File: src/rtl/vec_to_loc_extractor.sv
// Dense-to-sparse converter: scans a dense vector held in a WIDTH-wide memory and
// emits the bit index of every set bit, in ascending order, into a location memory.
module vec_to_loc_extractor #(
  parameter parameter_set = "hqc128",
  parameter int unsigned N      = (parameter_set == "hqc256") ? 57637 :
                                  (parameter_set == "hqc192") ? 35851 : 17669,
  parameter int unsigned M      = (parameter_set == "hqc128") ? 15 : 16,
  parameter int unsigned WEIGHT = (parameter_set == "hqc256") ? 131 :
                                  (parameter_set == "hqc192") ? 100 : 66,
  parameter int unsigned WIDTH  = 32,
  localparam int unsigned N_MEM      = ((N + WIDTH - 1) / WIDTH) * WIDTH,
  localparam int unsigned DEPTH      = N_MEM / WIDTH,
  localparam int unsigned LOG_DEPTH  = $clog2(DEPTH),
  localparam int unsigned LOG_WEIGHT = $clog2(WEIGHT + 1)
) (
  input  logic                  clk,
  input  logic                  rst,
  input  logic                  start,
  output logic                  vec_rd_en,
  output logic [LOG_DEPTH-1:0]  vec_rd_addr,
  input  logic [WIDTH-1:0]      vec_in,
  output logic                  loc_wr_en,
  output logic [LOG_WEIGHT-1:0] loc_wr_addr,
  output logic [M-1:0]          loc_out,
  output logic [LOG_WEIGHT-1:0] weight_count,
  output logic                  overflow,
  output logic                  busy,
  output logic                  done
);

  localparam int unsigned LOG_WIDTH = $clog2(WIDTH);
  localparam int unsigned REM       = N % WIDTH;
  // Padding bits above N in the last word must never produce a location.
  localparam logic [WIDTH-1:0] LAST_MASK =
    (REM == 0) ? {WIDTH{1'b1}} : WIDTH'((65'(1) << REM) - 65'(1));
  localparam logic [LOG_DEPTH-1:0]  LAST_IDX = LOG_DEPTH'(DEPTH - 1);
  localparam logic [LOG_WEIGHT-1:0] MAX_CNT  = LOG_WEIGHT'(WEIGHT);

  typedef enum logic [2:0] {S_IDLE, S_READ, S_LOAD, S_SCAN, S_FIN} state_t;

  state_t                 state;
  logic [LOG_DEPTH-1:0]   word_idx;
  logic [WIDTH-1:0]       word_reg;
  logic                   last_word;
  logic [WIDTH-1:0]       masked_word;
  logic [WIDTH-1:0]       cleared_word;
  logic [LOG_WIDTH-1:0]   low_bit;

  function automatic logic [LOG_WIDTH-1:0] lowest_set(input logic [WIDTH-1:0] w);
    lowest_set = '0;
    for (int i = WIDTH - 1; i >= 0; i--) begin
      if (w[i]) lowest_set = LOG_WIDTH'(i);
    end
  endfunction

  assign vec_rd_en    = (state == S_READ);
  assign vec_rd_addr  = word_idx;
  assign last_word    = (word_idx == LAST_IDX);
  assign masked_word  = vec_in & (last_word ? LAST_MASK : {WIDTH{1'b1}});
  assign low_bit      = lowest_set(word_reg);
  assign cleared_word = word_reg & (word_reg - WIDTH'(1));

  // Scan controller; an emptied word moves on to the next read or finishes.
  always_ff @(posedge clk) begin
    if (rst) begin
      state        <= S_IDLE;
      word_idx     <= '0;
      word_reg     <= '0;
      loc_wr_en    <= 1'b0;
      loc_wr_addr  <= '0;
      loc_out      <= '0;
      weight_count <= '0;
      overflow     <= 1'b0;
      busy         <= 1'b0;
      done         <= 1'b0;
    end else begin
      loc_wr_en <= 1'b0;
      done      <= 1'b0;
      case (state)
        S_IDLE: begin
          if (start) begin
            state        <= S_READ;
            busy         <= 1'b1;
            word_idx     <= '0;
            weight_count <= '0;
            overflow     <= 1'b0;
          end
        end
        S_READ: state <= S_LOAD;
        S_LOAD: begin
          word_reg <= masked_word;
          if (masked_word != '0) begin
            state <= S_SCAN;
          end else if (last_word) begin
            state <= S_FIN;
          end else begin
            word_idx <= word_idx + LOG_DEPTH'(1);
            state    <= S_READ;
          end
        end
        S_SCAN: begin
          if (weight_count == MAX_CNT) begin
            overflow <= 1'b1;
            state    <= S_FIN;
          end else begin
            loc_wr_en    <= 1'b1;
            loc_wr_addr  <= weight_count;
            loc_out      <= M'({word_idx, low_bit});
            weight_count <= weight_count + LOG_WEIGHT'(1);
            word_reg     <= cleared_word;
            if (cleared_word == '0) begin
              if (last_word) begin
                state <= S_FIN;
              end else begin
                word_idx <= word_idx + LOG_DEPTH'(1);
                state    <= S_READ;
              end
            end
          end
        end
        S_FIN: begin
          done  <= 1'b1;
          busy  <= 1'b0;
          state <= S_IDLE;
        end
        default: state <= S_IDLE;
      endcase
    end
  end

endmodule
File: config.mk
export PLATFORM = sky130hd
export DESIGN_NAME = vec_to_loc_extractor
export DESIGN_NICKNAME = d
export VERILOG_FILES = /design/src/rtl/vec_to_loc_extractor.sv
export SDC_FILE = /design/constraint.sdc
export NUM_CORES = 1
export LEC_CHECK = 0
export CAP_MARGIN = 40
export CORE_ASPECT_RATIO = 0.7
export CORE_UTILIZATION = 52
export DETAILED_ROUTE_END_ITERATION = 8
export GPL_ROUTABILITY_DRIVEN = 0
export PLACE_DENSITY_LB_ADDON = 0.12
export SYNTH_ARGS = -nofsm -noshare
export SYNTH_HDL_FRONTEND = slang
export SYNTH_SLANG_ARGS = --single-unit
File: constraint.sdc
create_clock -name clk -period 4.5 [get_ports clk]
set_input_delay 0.9 -clock clk [delete_from_list [all_inputs] [get_ports clk]]
set_output_delay 0.9 -clock clk [all_outputs]
set_load 0.01 [all_outputs]
; ---- After elaboration in Yosys (flattened, before gate mapping)
; Index checks and enable logic that the tools add are counted.
[word_totals]
ff_bits = 78
inputBits = 35
output_inout_bits = 44
word_cells = 101
[op_classes]
addsub = 3
eq_ne = 12
muxes = 57
bitwise = 4
n_reduce_logical = 15
[ops]
columns = cell, n
row1 = two-way mux 5 bit, 32
row2 = bitwise AND 32 bit, 2
row3 = two-way mux 32 bit, 2
row4 = one-hot mux 32 bit (2 select lines), 1
row5 = two-way mux 10 bit, 5
row6 = zero test 32 bit, 1
row7 = nonzero test 32 bit, 1
row8 = "subtractor 32 x 1 -> 32 bit, second input constant", 1
row9 = one-hot mux 10 bit (3 select lines), 1
row10 = two-way mux 3 bit, 5
row11 = two-way mux 7 bit, 2
row12 = one-hot mux 7 bit (2 select lines), 1
row13 = one-hot mux 3 bit (4 select lines), 1
row14 = "adder 10 x 1 -> 10 bit, second input constant", 1
row15 = "equality test 10 bit, second input constant", 1
row16 = "!= test 2 bit, second input constant", 5
row17 = AND reduction 2 bit, 4
row18 = "adder 7 x 1 -> 7 bit, second input constant", 1
row19 = "equality test 7 bit, second input constant", 1
row20 = "equality test 3 x 2 -> 1 bit, second input constant", 2
row21 = AND reduction 3 bit, 2
row22 = nonzero test 2 bit, 3
row23 = two-way mux 1 bit, 5
row24 = AND reduction 5 bit, 1
row25 = other kinds (8), 10

; ---- Depth between registers and ports, before layout
; Gate-level depths: netlist (run 1).
[logic_depth]
word_depth = 32
ltp_mapped = 13
ltp_nobuf = 11

; ---- Worst setup path before layout (run 1)
; No wires, ideal clock.
[synth_path]
kind = register -> register
start = register word_reg[12]
end = register word_idx[4] (netlist: vec_rd_addr[4])
setup_time_ps = 70
arrival_ps = 3046
required_time_ps = 4430
slack_ps = 1384
path_stages_with_launch = 12
path_buffers = 3
period_less_slack_ps = 3116
cell_sequence = dfxtp_1 buf_6 or4_4 or3_1 buf_2 or4_4 a22oi_2 and4_4 a31oi_4 buf_6 or3_1 a21oi_1
[synth_between]
elab_chain_len = 5
[synth_lines]
columns = element, line
row1 = "start, declared", 43  ; logic [WIDTH-1:0] word_reg;
row2 = "start signal, assigned", 91  ; word_reg <= masked_word;
row3 = "start signal, assigned", 110  ; word_reg <= cleared_word;
row4 = subtractor 32 x 1 -> 32 bit, 61  ; assign cleared_word = word_reg & (word_reg - WIDTH'(1));
row5 = bitwise AND 32 bit (*), 61
row6 = zero test 32 bit (*), 111  ; if (cleared_word == '0) begin
row7 = != test 2 bit (no line) (*), -
row8 = AND reduction 5 bit (no line) (*), -
row9 = "end signal, assigned", 97  ; word_idx <= word_idx + LOG_DEPTH'(1);
row10 = "end signal, assigned", 115  ; word_idx <= word_idx + LOG_DEPTH'(1);
row11 = "end, declared", 42  ; logic [LOG_DEPTH-1:0] word_idx;
; Mark *: on every way between the ends. The rest lies on a longest branch, timed or not.
; A chain may end at the register's enable or synchronous reset.

; ---- Worst setup path in the final report (run 1)
[layout_path]
start = register word_reg[6]
end = register word_idx[7] (netlist: vec_rd_addr[7])
; The elaborated chain is that of the path after synthesis.

==> results.yml, run 1 <==
outcome:
  status: "completed"
clocking:
  numCtsBuffers: 9
  root_buffer: "clkbuf_16"
  cts_tree: "done"
  htree_levels: 3
  cts_buffer_depth: 2
  clk_pin_slew_worst_paths_ns: 0.06
  worstSkewPairLatency_ns: 0.34
  cts.sinks: 78
  cts-resized-gates: 0
  postCtsSetupBuffers: 0
  cts_hold_buf: 0
synth:
  synth.ff_latch_count: 78
  yosysSeqAreaShare_pct: 37.3
  synthCells: 558
  synth_edf_count: 0
  synth_nets: 597
  syn_area_mm2: 0.00419
  yosys.cell_types.count: 57
  synth_ff_type: "dfxtp_1"
  yosysWarnings: 0
  syn_area_per_cell_um2: 7.51
  synthArstFlopShare_pct: 0
timing:
  rsz0062_at_grt: "false"
  fin_ws_ns: 1.00
  fin_skew_ns: 0.00776
  finalMaxSlewViolations: 0
  relSlewSlack_pct: 43.5
  setup_tns_ns: 0
  tightest_slew_ns: 0.840
  min_period_ns: 3.50
  max_freq_ghz: 0.286
  timing.hold.ws_ns: 0.454
  final-setup-viol-count: 0
  hold_violations: 0
  period_share_pct: 77.7
critical_path:
  crit_arrival_ns: 3.71
  path_class: "register to register"
  cp-start-kind: "register"
  crit_path_cell_trace: "nor4_1 -> nand3_1 -> or4_4 -> a22oi_2 -> and4_4 -> a31oi_4 -> nor4b_2 -> xnor2_1 -> nor2_1"
  worstPathMaxFanout: 14
  end_kind: "register"
  slowest_stage: "nor4_1"
  critPathMaxStageDelay_ns: 0.63
  crit_start: "word_reg[6]$_SDFFE_PP0P_"
  reg2reg_from: "word_reg[6]$_SDFFE_PP0P_"
  cp.required_ns: 4.71
layout:
  most-common-layout-cells: "78 x dfxtp_1, 77 x clkdlybuf4s50_1, 74 x nand2_1, 71 x nor2_1, 64 x a21oi_1"
  final_util_pct: 69.5
  syn_to_final_growth_pct: 25.2
  layout.nets: 652
  layout.cells.non_filler: 715
  final_common_cell: "dfxtp_1"
  layout-drive-gt1-share_pct: 6.16
  finalInstanceArea_mm2: 0.00525
  diodes: 0
  largest_register_ffs: 32
placed_design:
  post_dp_cell_area_mm2: 0.00498
  dp.cells: 700
  dp_slack_ns: 0.900
  portBuffers: 78
  dp_hpwl_um: 9020
grt:
  overflow: 0
  grt_usage_pct: 33.1
  grt_pass1_wl_um: 21400
  grt_max_degree: 64
  grt_pass1_vias: 4196
  antenna_found_initial: 0
floorplanning:
  fp-row-count: 26
  dieArea_mm2: 0.00843
  die_y_um: 77.1
  num_io_pins: 79
  start_util_pct: 55.5
  core-area_mm2: 0.00755
  fp.dieW_um: 109
route:
  remaining_drc_errors: 0
  detailedRoute.firstPassIterationCount: 8
  final_antenna_net_count: 0
  wirelength_um: 13200
  first_iter_violations: 590
  wl_per_cell_um: 18.5
  via_count: 4516
  via_per_inst: 6.32
power_and_ir_drop:
  pwr_density_cell_mw_per_mm2: 454
  p_leak_nw: 1.79
  ir_worst_vdd_mv: 0.272
  power_mw: 2.38
hold_path:
  hp-start: "loc_wr_addr[1]$_SDFFE_PP0P_"
  hold_class: "register to register"
run:
  drv_cap: 0
-- path summary, 6_finish.rpt --
kind | end | slack (ns) | cells past startpoint
worst max-delay path | vec_rd_addr[7]$_SDFFE_PP0P_ | 1.00 | 9
worst min-delay path | loc_wr_addr[1]$_SDFFE_PP0P_ | 0.45 | 2
worst min register to register | loc_wr_addr[1]$_SDFFE_PP0P_ | 0.45 | 2
worst max register to register | vec_rd_addr[7]$_SDFFE_PP0P_ | 1.00 | 9
-- critical path: cells and delay by family (launching register included) --
| kind | cells | cell delay [ns] |
|---|---|---|
| simple gates | 6 | 2.39 |
| flops | 1 | 0.41 |
| compound gates | 2 | 0.40 |
| xor+xnor | 1 | 0.15 |
-- final cells by class --
class,count,area [µm²]
multi-input cells,428,2420
fillers,650,2300
flip-flops and latches,78,1560
repair buffers,87,843
clock buffers,14,264
well taps,98,123
inverters,9,33.8
clock inverters,1,5.00
-- power breakdown --
group	switching [mW]	internal (mW)	total, mW
logic	0.532	0.329	0.861
clock network	0.273	0.400	0.673
registers	0.105	0.743	0.849
-- cell usage after synthesis (6+ instances only) --
master / count / share of area (%)
xnor2_1: 8 / 1.7
or3_1: 10 / 1.5
nor4_1: 15 / 2.2
a21oi_1: 64 / 7.6
nand3b_1: 6 / 1.1
nand3_1: 19 / 2.3
a211oi_1: 7 / 1.3
nor2_1: 71 / 6.4
inv_1: 9 / 0.81
nand4_1: 6 / 0.90
a32oi_1: 6 / 1.3
nand2_1: 74 / 6.6
dfxtp_1: 78 / 37
nor3_1: 21 / 2.5
a22oi_1: 13 / 2.3
clkbuf_1: 37 / 3.3
o21ai_0: 24 / 2.9
o31ai_1: 6 / 1.1
o211ai_1: 10 / 1.8
-- cell families (layout without fill, tap and decap cells) --
group                    count (synthesis)  after routing  synth area share [%]
AND/OR/NAND/NOR                        261            261                  31.4
adder cells (fa/ha/maj)                  5              5                  1.43
AO/OA/AOI/OAI                          151            151                  22.6
buffers and inverters                   52            111                  5.05
XOR/XNOR                                11             11                  2.30
flip-flops                              78             78                  37.3
-- routing by layer --
layer | global-route usage, % | share of wire (%)
met1 | 46.2 | 44
met3 | 11.4 | 12
met4 | 11.7 | 2.4
met5 | 0 | 0
met2 | 46.8 | 41
Note: power is estimated with default switching activity, not from simulation.
==> inputs of run 2 (changes only) <==
Settings changed: CORE_UTILIZATION 52 to 47.
Clock period 4.5 ns to 3.15 ns, I/O delays scaled along.
==> run 2 against run 1 <==
Against the previous run:
- hold slack got worse by 0.0028 ns
- flip-flop and latch count did not move
- sequential share of layout area fell by 2.0 points
- sequential power rose by 38%
- largest power group unchanged
==> results.yml, run 2 (synthesis results as in run 1) <==
outcome:
  status: "completed"
route:
  final_antenna_net_count: 0
  remaining_drc_errors: 0
  via_per_inst: 6.11
  wl_per_cell_um: 17.3
  first_iter_violations: 858
  wirelength_um: 13400
  detailedRoute.firstPassIterationCount: 6
  via_count: 4752
critical_path:
  crit_family: "simple AND/OR/NAND/NOR gates"
  cp_num_buf_inv: 3
  path_class: "primary input to register"
  cpMostUsedCell: "buf_4"
  cp.required_ns: 3.38
  cp-start-kind: "primary input"
  slowest_stage: "clkdlybuf4s50_1"
  critPathMaxStageDelay_ns: 0.44
  crit_arrival_ns: 3.27
  worstPathMaxFanout: 6
  crit_path_cell_trace: "clkdlybuf4s50_1 -> nor4_1 -> nand3_1 -> nor3_1 -> buf_4 -> a211oi_1 -> and4bb_2 -> a31oi_4 -> buf_4 -> nor3_2 -> xnor2_1 -> nor2_1"
  end_kind: "register"
floorplanning:
  num_io_pins: 79
  dieArea_mm2: 0.00930
  die_y_um: 81
  fp-row-count: 28
  start_util_pct: 49.0
  fp.dieW_um: 115
  core-area_mm2: 0.00855
layout:
  diodes: 0
  layout.nets: 692
  final_util_pct: 65.9
  final_common_cell: "dfxtp_1"
  finalInstanceArea_mm2: 0.00563
  largest_register_ffs: 32
  layout-drive-gt1-share_pct: 12.8
  syn_to_final_growth_pct: 34.4
  most-common-layout-cells: "78 x dfxtp_1, 77 x clkdlybuf4s50_1, 74 x nand2_1, 70 x nor2_1, 64 x a21oi_1"
  layout.cells.non_filler: 778
clocking:
  clk_pin_slew_worst_paths_ns: 0.06
  root_buffer: "clkbuf_16"
  cts.sinks: 78
  worstSkewPairLatency_ns: 0.34
  cts_tree: "done"
  numCtsBuffers: 9
  cts_buffer_depth: 2
  htree_levels: 3
placed_design:
  dp.cells: 760
  post_dp_cell_area_mm2: 0.00529
  dp_hpwl_um: 9740
  portBuffers: 78
  dp_slack_ns: -0.169
timing:
  hold_violations: 0
  setup_tns_ns: 0
  relSlewSlack_pct: 39.6
  rsz0062_at_grt: "false"
  timing.hold.ws_ns: 0.451
  min_period_ns: 3.04
  max_freq_ghz: 0.329
  fin_ws_ns: 0.114
  tightest_slew_ns: 0.902
  period_share_pct: 96.4
  fin_skew_ns: 0.00961
  finalMaxSlewViolations: 0
  final-setup-viol-count: 0
grt:
  grt_pass1_vias: 4164
  grt_pass1_wl_um: 21400
  grt_usage_pct: 29.9
  grt_max_degree: 38
  overflow: 0
  antenna_found_initial: 0
power_and_ir_drop:
  swShare_pct: 36.8
  power_switching_mw: 1.35
  sequentialPowerShare_pct: 31.8
  power.clock.fraction_pct: 28.8
  combPwrFrac_pct: 39.4
  p_leak_nw: 2.00
  intPower_mw: 2.32
  pwr_density_cell_mw_per_mm2: 652
  ir_worst_vdd_mv: 0.400
  power_mw: 3.67
hold_path:
  hold_class: "register to register"
run:
  drv_cap: 0
==> run 2: cell types whose count changed in the layout (fill, tap and decap cells not counted) <==
cell	delta
nor2_1	-1
nor3b_1	-1
nor4_1	-1
a31oi_2	+1
bufinv_16	+1
nor2_2	+1
or3_1	-1
clkinvlp_4	+1
buf_4	+39
nor4_2	+1
nor3b_2	+1
or3_4	+1
clkbuf_1	-1
==> run 2: area by class of cell <==
class / count / area [µm²]
repair buffers: 126 / 1140
inverters: 9 / 33.8
clock buffers: 13 / 260
flip-flops and latches: 78 / 1560
fillers: 752 / 2920
multi-input cells: 429 / 2450
well taps: 120 / 150
clock inverters: 3 / 42.5
==> run 2: repair_timing <==
item | CTS | global route
setup buffers | 0 | 1
resized for setup | 0 | 4
hold buffers | 0 | 0
endpoints found under the setup margin | 0 | 7
==> run 2: final timing paths <==
| kind | cells after the start | slack (ns) | to | start |
|---|---|---|---|---|
| worst max-delay path | 12 | 0.11 | vec_rd_addr[6]$_SDFFE_PP0P_ | vec_in[7] |
| worst min-delay path | 2 | 0.45 | loc_out[12]$_SDFFE_PP0P_ | loc_out[12]$_SDFFE_PP0P_ |
| worst max register to register | 10 | 0.12 | vec_rd_addr[6]$_SDFFE_PP0P_ | word_reg[12]$_SDFFE_PP0P_ |
| worst min register to register | 2 | 0.45 | loc_out[12]$_SDFFE_PP0P_ | loc_out[12]$_SDFFE_PP0P_ |
==> run 2: per-layer routing <==
layer	share of wire, %	vias up	wire length [µm]	GRT usage, %
met2	40	332	5360	40.7
met1	46	2168	6140	43.9
met3	12	33	1670	8.58
met5	0	-	0	0
met4	2.1	0	280	11.2
li1	-	2219	-	-
==> run 2: power by group through the flow <==
| stage | sequential [mW] | clock, mW | combinational [mW] |
|---|---|---|---|
| 4_1_cts | 1.16 | 1.08 | 1.36 |
| 6_report | 1.17 | 1.06 | 1.45 |
| 2_1_floorplan | 1.14 | 0 | 0.912 |
| 3_3_place_gp | 1.18 | 0 | 1.34 |
| 3_5_place_dp | 1.18 | 0 | 1.35 |
| 5_1_grt | 1.18 | 1.12 | 1.55 |
==> run 2: worst reg2reg max path, stage by stage (launching register included) <==
cell     delay, ns
dfxtp_1       0.31
or4_4         0.53
or3_4         0.39
or4_4         0.54
a22oi_2       0.19
and4_4        0.29
a31oi_4       0.14
buf_4         0.17
nor3_2        0.18
xnor2_1       0.14
nor2_1        0.06
